File: config.mk
export PLATFORM = sky130hd
export DESIGN_NAME = sdram_arbiter
export DESIGN_NICKNAME = d
export VERILOG_FILES = /design/src/rtl/sdram_arb_pkg.sv /design/src/rtl/sdram_arbiter.sv
export SDC_FILE = /design/constraint.sdc
export NUM_CORES = 1
export LEC_CHECK = 0
export ABC_AREA = 1
export BUFFER_PORTS_ARGS = -buffer_cell sky130_fd_sc_hd__buf_2
export CELL_PAD_IN_SITES_DETAIL_PLACEMENT = 0
export CELL_PAD_IN_SITES_GLOBAL_PLACEMENT = 1
export CORE_UTILIZATION = 31
export DETAILED_ROUTE_END_ITERATION = 8
export GPL_ROUTABILITY_DRIVEN = 0
export PLACE_DENSITY_LB_ADDON = 0.12
export SYNTH_ARGS = -nofsm -noshare
export SYNTH_HDL_FRONTEND = slang
export SYNTH_SLANG_ARGS = --single-unit
File: constraint.sdc
create_clock -name clk_50 -period 1.7 [get_ports clk_50]
set_clock_uncertainty 0.1 [all_clocks]
set_input_delay 0.085 -clock clk_50 [delete_from_list [all_inputs] [get_ports clk_50]]
set_output_delay 0.085 -clock clk_50 [all_outputs]
set_load 0.005 [all_outputs]
File: src/rtl/sdram_arb_pkg.sv
// Shared types and constants for the two-port SDRAM bus arbiter.
package sdram_arb_pkg;

    typedef enum logic [1:0] {
        IDLE     = 2'd0,
        CPU_XFER = 2'd1,
        DMA_XFER = 2'd2,
        CPU_HOLD = 2'd3
    } arb_state_e;

    typedef enum logic {
        GNT_CPU = 1'b0,
        GNT_DMA = 1'b1
    } grant_e;

    localparam int          CNT_W        = 8;
    localparam logic [63:0] TIMEOUT_DATA = '1;

endpackage

File: src/rtl/sdram_arbiter.sv
// Shares the SDRAM platform bus between the 6502 data path and a DMA requester,
// holding each strobe until acknowledge or a bounded-wait timeout.
module sdram_arbiter
    import sdram_arb_pkg::*;
#(
    parameter int ADDR_W  = 16,
    parameter int DATA_W  = 8,
    parameter int TIMEOUT = 64
) (
    input  logic              clk_50,
    input  logic              rst_n,
    input  logic              cpu_req,
    input  logic              cpu_rwb,
    input  logic [ADDR_W-1:0] cpu_addr,
    input  logic [DATA_W-1:0] cpu_wdata,
    output logic [DATA_W-1:0] cpu_rdata,
    output logic              cpu_done,
    input  logic              dma_req,
    input  logic              dma_we,
    input  logic [ADDR_W-1:0] dma_addr,
    input  logic [DATA_W-1:0] dma_wdata,
    output logic [DATA_W-1:0] dma_rdata,
    output logic              dma_ack,
    output logic [ADDR_W-1:0] bus_addr,
    output logic              bus_read,
    output logic              bus_write,
    output logic [DATA_W-1:0] bus_wdata,
    input  logic              bus_ack,
    input  logic [DATA_W-1:0] bus_rdata,
    output logic              bus_err
);

    localparam logic [CNT_W-1:0] TO_LAST = CNT_W'(TIMEOUT - 1);

    arb_state_e        state_q;
    grant_e            last_grant_q;
    logic [CNT_W-1:0]  cnt_q, cnt_d;
    logic [ADDR_W-1:0] bus_addr_q;
    logic [DATA_W-1:0] bus_wdata_q;
    logic              bus_read_q, bus_write_q;
    logic [DATA_W-1:0] cpu_rdata_q, dma_rdata_q;
    logic              cpu_done_q, dma_ack_q, bus_err_q;
    logic              xfer_end;
    logic [DATA_W-1:0] end_data;

    always_comb begin
        cnt_d    = (cnt_q == '1) ? cnt_q : cnt_q + CNT_W'(1);
        xfer_end = bus_ack || (cnt_q == TO_LAST);
        end_data = bus_ack ? bus_rdata : TIMEOUT_DATA[DATA_W-1:0];
    end

    always_ff @(posedge clk_50 or negedge rst_n) begin
        if (!rst_n) begin
            state_q      <= IDLE;
            last_grant_q <= GNT_DMA;
            cnt_q        <= '0;
            bus_addr_q   <= '0;
            bus_wdata_q  <= '0;
            bus_read_q   <= 1'b0;
            bus_write_q  <= 1'b0;
            cpu_rdata_q  <= '0;
            dma_rdata_q  <= '0;
            cpu_done_q   <= 1'b0;
            dma_ack_q    <= 1'b0;
            bus_err_q    <= 1'b0;
        end else begin
            dma_ack_q <= 1'b0;
            bus_err_q <= 1'b0;
            case (state_q)
                IDLE: begin
                    cnt_q <= '0;
                    // On a tie the port that did not win last time goes first
                    if (cpu_req && (!dma_req || last_grant_q == GNT_DMA)) begin
                        bus_addr_q   <= cpu_addr;
                        bus_wdata_q  <= cpu_wdata;
                        bus_read_q   <= cpu_rwb;
                        bus_write_q  <= !cpu_rwb;
                        last_grant_q <= GNT_CPU;
                        state_q      <= CPU_XFER;
                    end else if (dma_req) begin
                        bus_addr_q   <= dma_addr;
                        bus_wdata_q  <= dma_wdata;
                        bus_read_q   <= !dma_we;
                        bus_write_q  <= dma_we;
                        last_grant_q <= GNT_DMA;
                        state_q      <= DMA_XFER;
                    end
                end
                CPU_XFER, DMA_XFER: begin
                    cnt_q <= cnt_d;
                    if (xfer_end) begin
                        bus_read_q  <= 1'b0;
                        bus_write_q <= 1'b0;
                        bus_err_q   <= !bus_ack;
                        if (state_q == CPU_XFER) begin
                            if (bus_read_q) cpu_rdata_q <= end_data;
                            cpu_done_q <= 1'b1;
                            state_q    <= CPU_HOLD;
                        end else begin
                            if (bus_read_q) dma_rdata_q <= end_data;
                            dma_ack_q <= 1'b1;
                            state_q   <= IDLE;
                        end
                    end
                end
                CPU_HOLD: begin
                    // Wait out the rest of a long CPU cycle so it cannot trigger a repeat access
                    if (!cpu_req) begin
                        cpu_done_q <= 1'b0;
                        state_q    <= IDLE;
                    end
                end
                default: state_q <= IDLE;
            endcase
        end
    end

    assign cpu_rdata = cpu_rdata_q;
    assign cpu_done  = cpu_done_q;
    assign dma_rdata = dma_rdata_q;
    assign dma_ack   = dma_ack_q;
    assign bus_addr  = bus_addr_q;
    assign bus_read  = bus_read_q;
    assign bus_write = bus_write_q;
    assign bus_wdata = bus_wdata_q;
    assign bus_err   = bus_err_q;

endmodule

# [Word-level counts from Yosys, hierarchy flattened]
# Index checks and enable logic that the tools add are counted.
[totals] in_bits=63 word_cells=74 ff_bits=56 output_inout_bits=45
[classes] reduce_logical=19 n_eq_ne=10 add_sub_neg=1 muxes=31 bitwise=1
[ops] operator="$mux W16" n=2
[ops] operator="$mux W8" n=4
[ops] operator="$pmux W8 S2" n=1
[ops] operator="$mux W1" n=15
[ops] operator="$reduce_and A4 Y1" n=3
[ops] operator="$mux W2" n=5
[ops] operator="$add A8 B1 Y8 const B" n=1
[ops] operator="$eq A8 B6 Y1 const B" n=1
[ops] operator="$eq A8 B8 Y1 const B" n=1
[ops] operator="$ne A2 B2 Y1 const B" n=4
[ops] operator="$pmux W1 S2" n=3
[ops] operator="$pmux W2 S3" n=1
[ops] operator="$reduce_and A3 Y1" n=2
[ops] operator="$reduce_bool A2 Y1" n=3
[ops] operator="$eq A2 B2 Y1 const B" n=2
[ops] operator="$logic_not A1 Y1" n=4
[ops] operator="$reduce_and A2 Y1" n=2
[ops] operator="$ne A3 B3 Y1 const B" n=1
[ops] operator="$eq A2 B1 Y1 const B" n=1
[ops] operator="$logic_not A2 Y1" n=1
[ops] operator="$logic_or A1 B1 Y1" n=2
[ops] operator="$reduce_or A2 Y1" n=1
[ops] operator="$logic_and A1 B1 Y1" n=1
[ops] operator="$not A1 Y1" n=1

# [Logic depth before layout (Yosys ltp)]
[logic_depth] word_depth=5 mapped_depth=9 ltp_nobuf=9

# [Least setup slack after synthesis]
# Ideal clock, no wire load.
[synth_path] kind="register to register" startpoint="reg state_q[0]" endpoint="reg bus_read_q (netlist: bus_read)" arrival_time_ns=1.388 required_ns=1.481 path_stages_with_launch=8 n_path_buf=1 setup_time_ns=0.119 synth_period_minus_slack_ns=1.608 path_slack_ns=0.092 path_cell_list="dfrtp_1 > inv_1 > ha_1 > buf_2 > nand3_1 > nand3_1 > nand2_1 > nand2_1"
[synth_via] elab_chain_cells=4 word_cells_on_any_way=9 cone_classes="eq/ne: 4; mux: 1; reduce/logical: 4"
[synth_lines] element="start: declaration" line="sdram_arbiter.sv:35" text="arb_state_e state_q;"
[synth_lines] element="start signal: assignment" line="sdram_arbiter.sv:54" text="state_q <= IDLE;"
[synth_lines] element="start signal: assignment" line="sdram_arbiter.sv:79" text="state_q <= CPU_XFER;"
[synth_lines] element="start signal: assignment" line="sdram_arbiter.sv:86" text="state_q <= DMA_XFER;"
[synth_lines] element="$eq A2 B1 Y1 or $eq A2 B2 Y1 (tied branches)" line="sdram_arbiter.sv:69" text="case (state_q)"
[synth_lines] element="$reduce_or A2 Y1" line="sdram_arbiter.sv:69"
[synth_lines] element="$ne A2 B2 Y1 (no source line) or $reduce_bool A2 Y1 (tied branches)"
[synth_lines] element="$reduce_and A3 Y1 (no source line)"
[synth_lines] element="end signal: assignment" line="sdram_arbiter.sv:76" text="bus_read_q <= cpu_rwb;"
[synth_lines] element="end signal: assignment" line="sdram_arbiter.sv:83" text="bus_read_q <= !dma_we;"
[synth_lines] element="end: declaration" line="sdram_arbiter.sv:40" text="logic bus_read_q, bus_write_q;"
# Several ways; a longest one is shown, not always the timed one.
# A chain may end at the register's enable or synchronous reset.

# [Final worst setup path]
[layout_path] startpoint="reg cnt_q[1]" endpoint="reg cpu_rdata_q[2] (netlist: cpu_rdata[2])"
[layout_via] elab_chain_cells=3
[layout_lines] element="start: declaration" line="sdram_arbiter.sv:37" text="logic [CNT_W-1:0] cnt_q, cnt_d;"
[layout_lines] element="start signal: assignment" line="sdram_arbiter.sv:90" text="cnt_q <= cnt_d;"
[layout_lines] element="$eq A8 B6 Y1" line="sdram_arbiter.sv:48" text="xfer_end = bus_ack || (cnt_q == TO_LAST);"
[layout_lines] element="$logic_or A1 B1 Y1" line="sdram_arbiter.sv:48"
[layout_lines] element="$reduce_and A4 Y1 (no source line)"
[layout_lines] element="end signal: assignment" line="sdram_arbiter.sv:96" text="if (bus_read_q) cpu_rdata_q <= end_data;"
[layout_lines] element="end: declaration" line="sdram_arbiter.sv:41" text="logic [DATA_W-1:0] cpu_rdata_q, dma_rdata_q;"
# No other way between the ends.

==> results.cfg <==
[global_routing]
grt-ovfl-total = 0
grt_max_degree = 57
antenna_found_initial = 0
grt_pass1_vias = 2644
grt_pass1_wl_um = 11790
grt_usage = 0.1647

[hold_path]
min-delay-start = dma_we
hold_end = bus_read
hp-class = in -> reg
hold_depth = 6

[layout]
layout-drive-gt1-share = 0.3280
syn_to_final_growth_pct = 55.00
design_area_um2 = 4228
fillers = 802
num_antenna_cells = 0
fin_nets = 565

[clock_network]
cts_sinks = 56
cts_tree = yes
cts.path.max_buffers = 2
cts_root_buffer = clkbuf_8
insertion_delay_ns = 0.31
clk_pin_slew_worst_paths_ns = 0.11
h-tree-depth = 2
cts_inserted_buffers = 5

[routing]
drt_pass1_iterations = 4
dr_total_vias = 2678
drtIter0Drc = 82
wl_per_cell_um = 11.77
viasPerCell = 4.449
wl_um = 7085
antenna_left = 0
drc_errors = 0

[sta]
rsz0062_at_grt = true
setup_violations = 0
tightest_slew_ns = 0.3149
slew_headroom = 0.7901
drv_slew = 0
hold_ws_ns = 0.06911
hold_viol = 0
fin_crit_sh = 0.9466
worst_slack_ns = 0.09070
clock.fmax_ghz = 0.6214
fin_crit_ns = 1.609

[yosys]
synth_cell_types = 28
synth_edf_count = 0
synth.most_common_cell = nand2_1
yosysTopAreaCell = dfrtp_1
synth.cell_area_um2 = 2728
synth_commonest_cells = 103 x nand2_1, 55 x dfrtp_1, 40 x nor2_1, 24 x a31oi_1, 16 x o21ai_2
seq_area_frac_synth = 0.5142
ys_seq_elements = 56
synth.top_cells.by_area = dfrtp_1 50%, nand2_1 14%, a31oi_1 5.5%
synth_cells = 319
synth-main-ff-cell = dfrtp_1
yosys_warnings = 0
synth.top_cell.area_share = 0.5046
avgSynthCellArea_um2 = 8.551
async_flop_share = 1.000
syn_nets = 388

[placed_design]
dp_hpwl_um = 4704
dp_slack_ns = -0.009201
placed_area_um2 = 3506
port_buffers = 107

[worst_setup_path]
arrival_ns = 1.72
critPathKind = reg -> reg
cp_slowest_stage_delay_ns = 0.41
crit_required_ns = 1.81
worstPathCellList = ha_2 > nand2_2 > nor2_4 > nand2_2 > nand2_4 > nand3_4 > nand2_1 > o21ai_2
cpLargestDelayFamily = simple AND/OR/NAND/NOR gates
rr_worst_depth = 8
crit_start = cnt_q[1]
cp_num_buf_inv = 0
critical_path.slowest_cell = dfrtp_1
worstReg2RegEnd = cpu_rdata[2]
path_max_fanout = 16
setup.worst_path.end_class = flop
startpoint_type = flop
cpMostUsedCell = nand2_2
r2r_slack_ns = 0.09
r2r-start = cnt_q[1]

[pwr]
comb_power_share = 0.484
pwr-share-seq = 0.367
leakagePower_nw = 2.122
power.density_nw_per_um2 = 1449
internal_power_mw = 3.813
ir_drop_uv = 603.0
power_frac_clock = 0.150
p_sw_frac = 0.3775
total_power_mw = 6.125
power.switching_mw = 2.313

[run_status]
outcome = complete, no violations

[floorplan]
die_w_um = 95.80
dieArea_um2 = 9178
rows = 33
ios = 108
core_um2 = 8382
start_util = 0.3254
fp.dieH_um = 95.80

[run]
cap_violations = 0
==> repair_timing <==
action,in CTS,in global routing
hold buffers,58,0
buffers inserted,0,1
setup endpoints to repair,2,22
hold endpoints to repair,97,0
gates resized for setup,1,3
==> registers in the layout, summed over array words and instances, names as in the netlist <==
signal,count
bus_addr,16
bus_err,1
bus_read,1
bus_wdata,8
bus_write,1
cnt_q,8
cpu_done,1
cpu_rdata,8
dma_ack,1
dma_rdata,8
last_grant_q,1
state_q,2
==> final cells by class <==
class	count	area [µm²]	area share
timing repair buffer	183	1301	0.3078
clock buffer	5	68.82	0.01628
multi-input combinational	233	1212	0.2868
tap	105	131.4	0.03107
clock inverter	3	47.55	0.01125
inverter	17	63.81	0.01509
sequential	56	1403	0.3318
==> cell usage in the layout, fill, tap and decap left out, types with 5 or more instances in the layout <==
cell type	n
inv_1	15
clkbuf_8	5
buf_4	14
nor2_1	40
a31oi_1	24
o21ai_0	9
dfrtp_1	55
buf_2	107
nand3_1	13
dlygate4sd3_1	58
nand4_1	6
nand2_1	102
o21ai_2	16
==> worst max path at each step <==
stage          slack [ns]  cells after the start           end
6_report             0.09                      8  cpu_rdata[2]
5_1_grt             -0.07                      8  cpu_rdata[2]
4_1_cts              0.05                      8      cnt_q[2]
3_5_place_dp       -0.009                      7      cnt_q[7]
3_3_place_gp        -0.01                      7      cnt_q[7]
2_1_floorplan        0.09                      7      bus_read
==> logic make-up after synthesis <==
kind of cell | Yosys count | share of synthesized area
multiplexers | 1 | 0.003670
buffers and inverters | 30 | 0.05045
AO/OA/AOI/OAI | 54 | 0.1335
AND/OR/NAND/NOR | 171 | 0.2674
adder cells (fa/ha/maj) | 6 | 0.02752
flip-flops | 56 | 0.5142
XOR/XNOR | 1 | 0.003212
==> metrics by stage <==
step,instances,TNS (ns),util
6_report,602,0,0.5044
5_1_grt,602,-0.6411,0.5044
4_1_cts,601,0,0.5017
3_5_place_dp,535,-0.009201,0.4183
3_3_place_gp,535,-0.01099,0.4183
2_1_floorplan,319,0,-
==> worst min-delay path, delay by kind of cell <==
family,cells,cell delay [ns]
AOI/OAI and AO/OA,1,0.07
and+or+nand+nor,3,0.19
buffers and inverters,2,0.10
==> metal layers <==
layer	share of wire	up-vias	wire [µm]	GRT usage
met5	0	-	0	0
met4	0.0051	0	36	0.03109
met3	0.056	5	400	0.04107
met2	0.47	82	3310	0.2827
met1	0.47	1191	3338	0.2109
li1	-	1400	-	-
==> power by group through the flow <==
| stage | Sequential, mW | Combinational [mW] | Clock (mW) |
|---|---|---|---|
| after floorplan | 2.33 | 1.51 | 0 |
| after global placement | 2.27 | 2.81 | 0 |
| after detailed placement | 2.27 | 2.82 | 0 |
| after CTS | 2.25 | 2.94 | 0.954 |
| after global routing | 2.33 | 3.38 | 0.998 |
| final | 2.25 | 2.96 | 0.917 |
(Power assumes the default switching activity.)
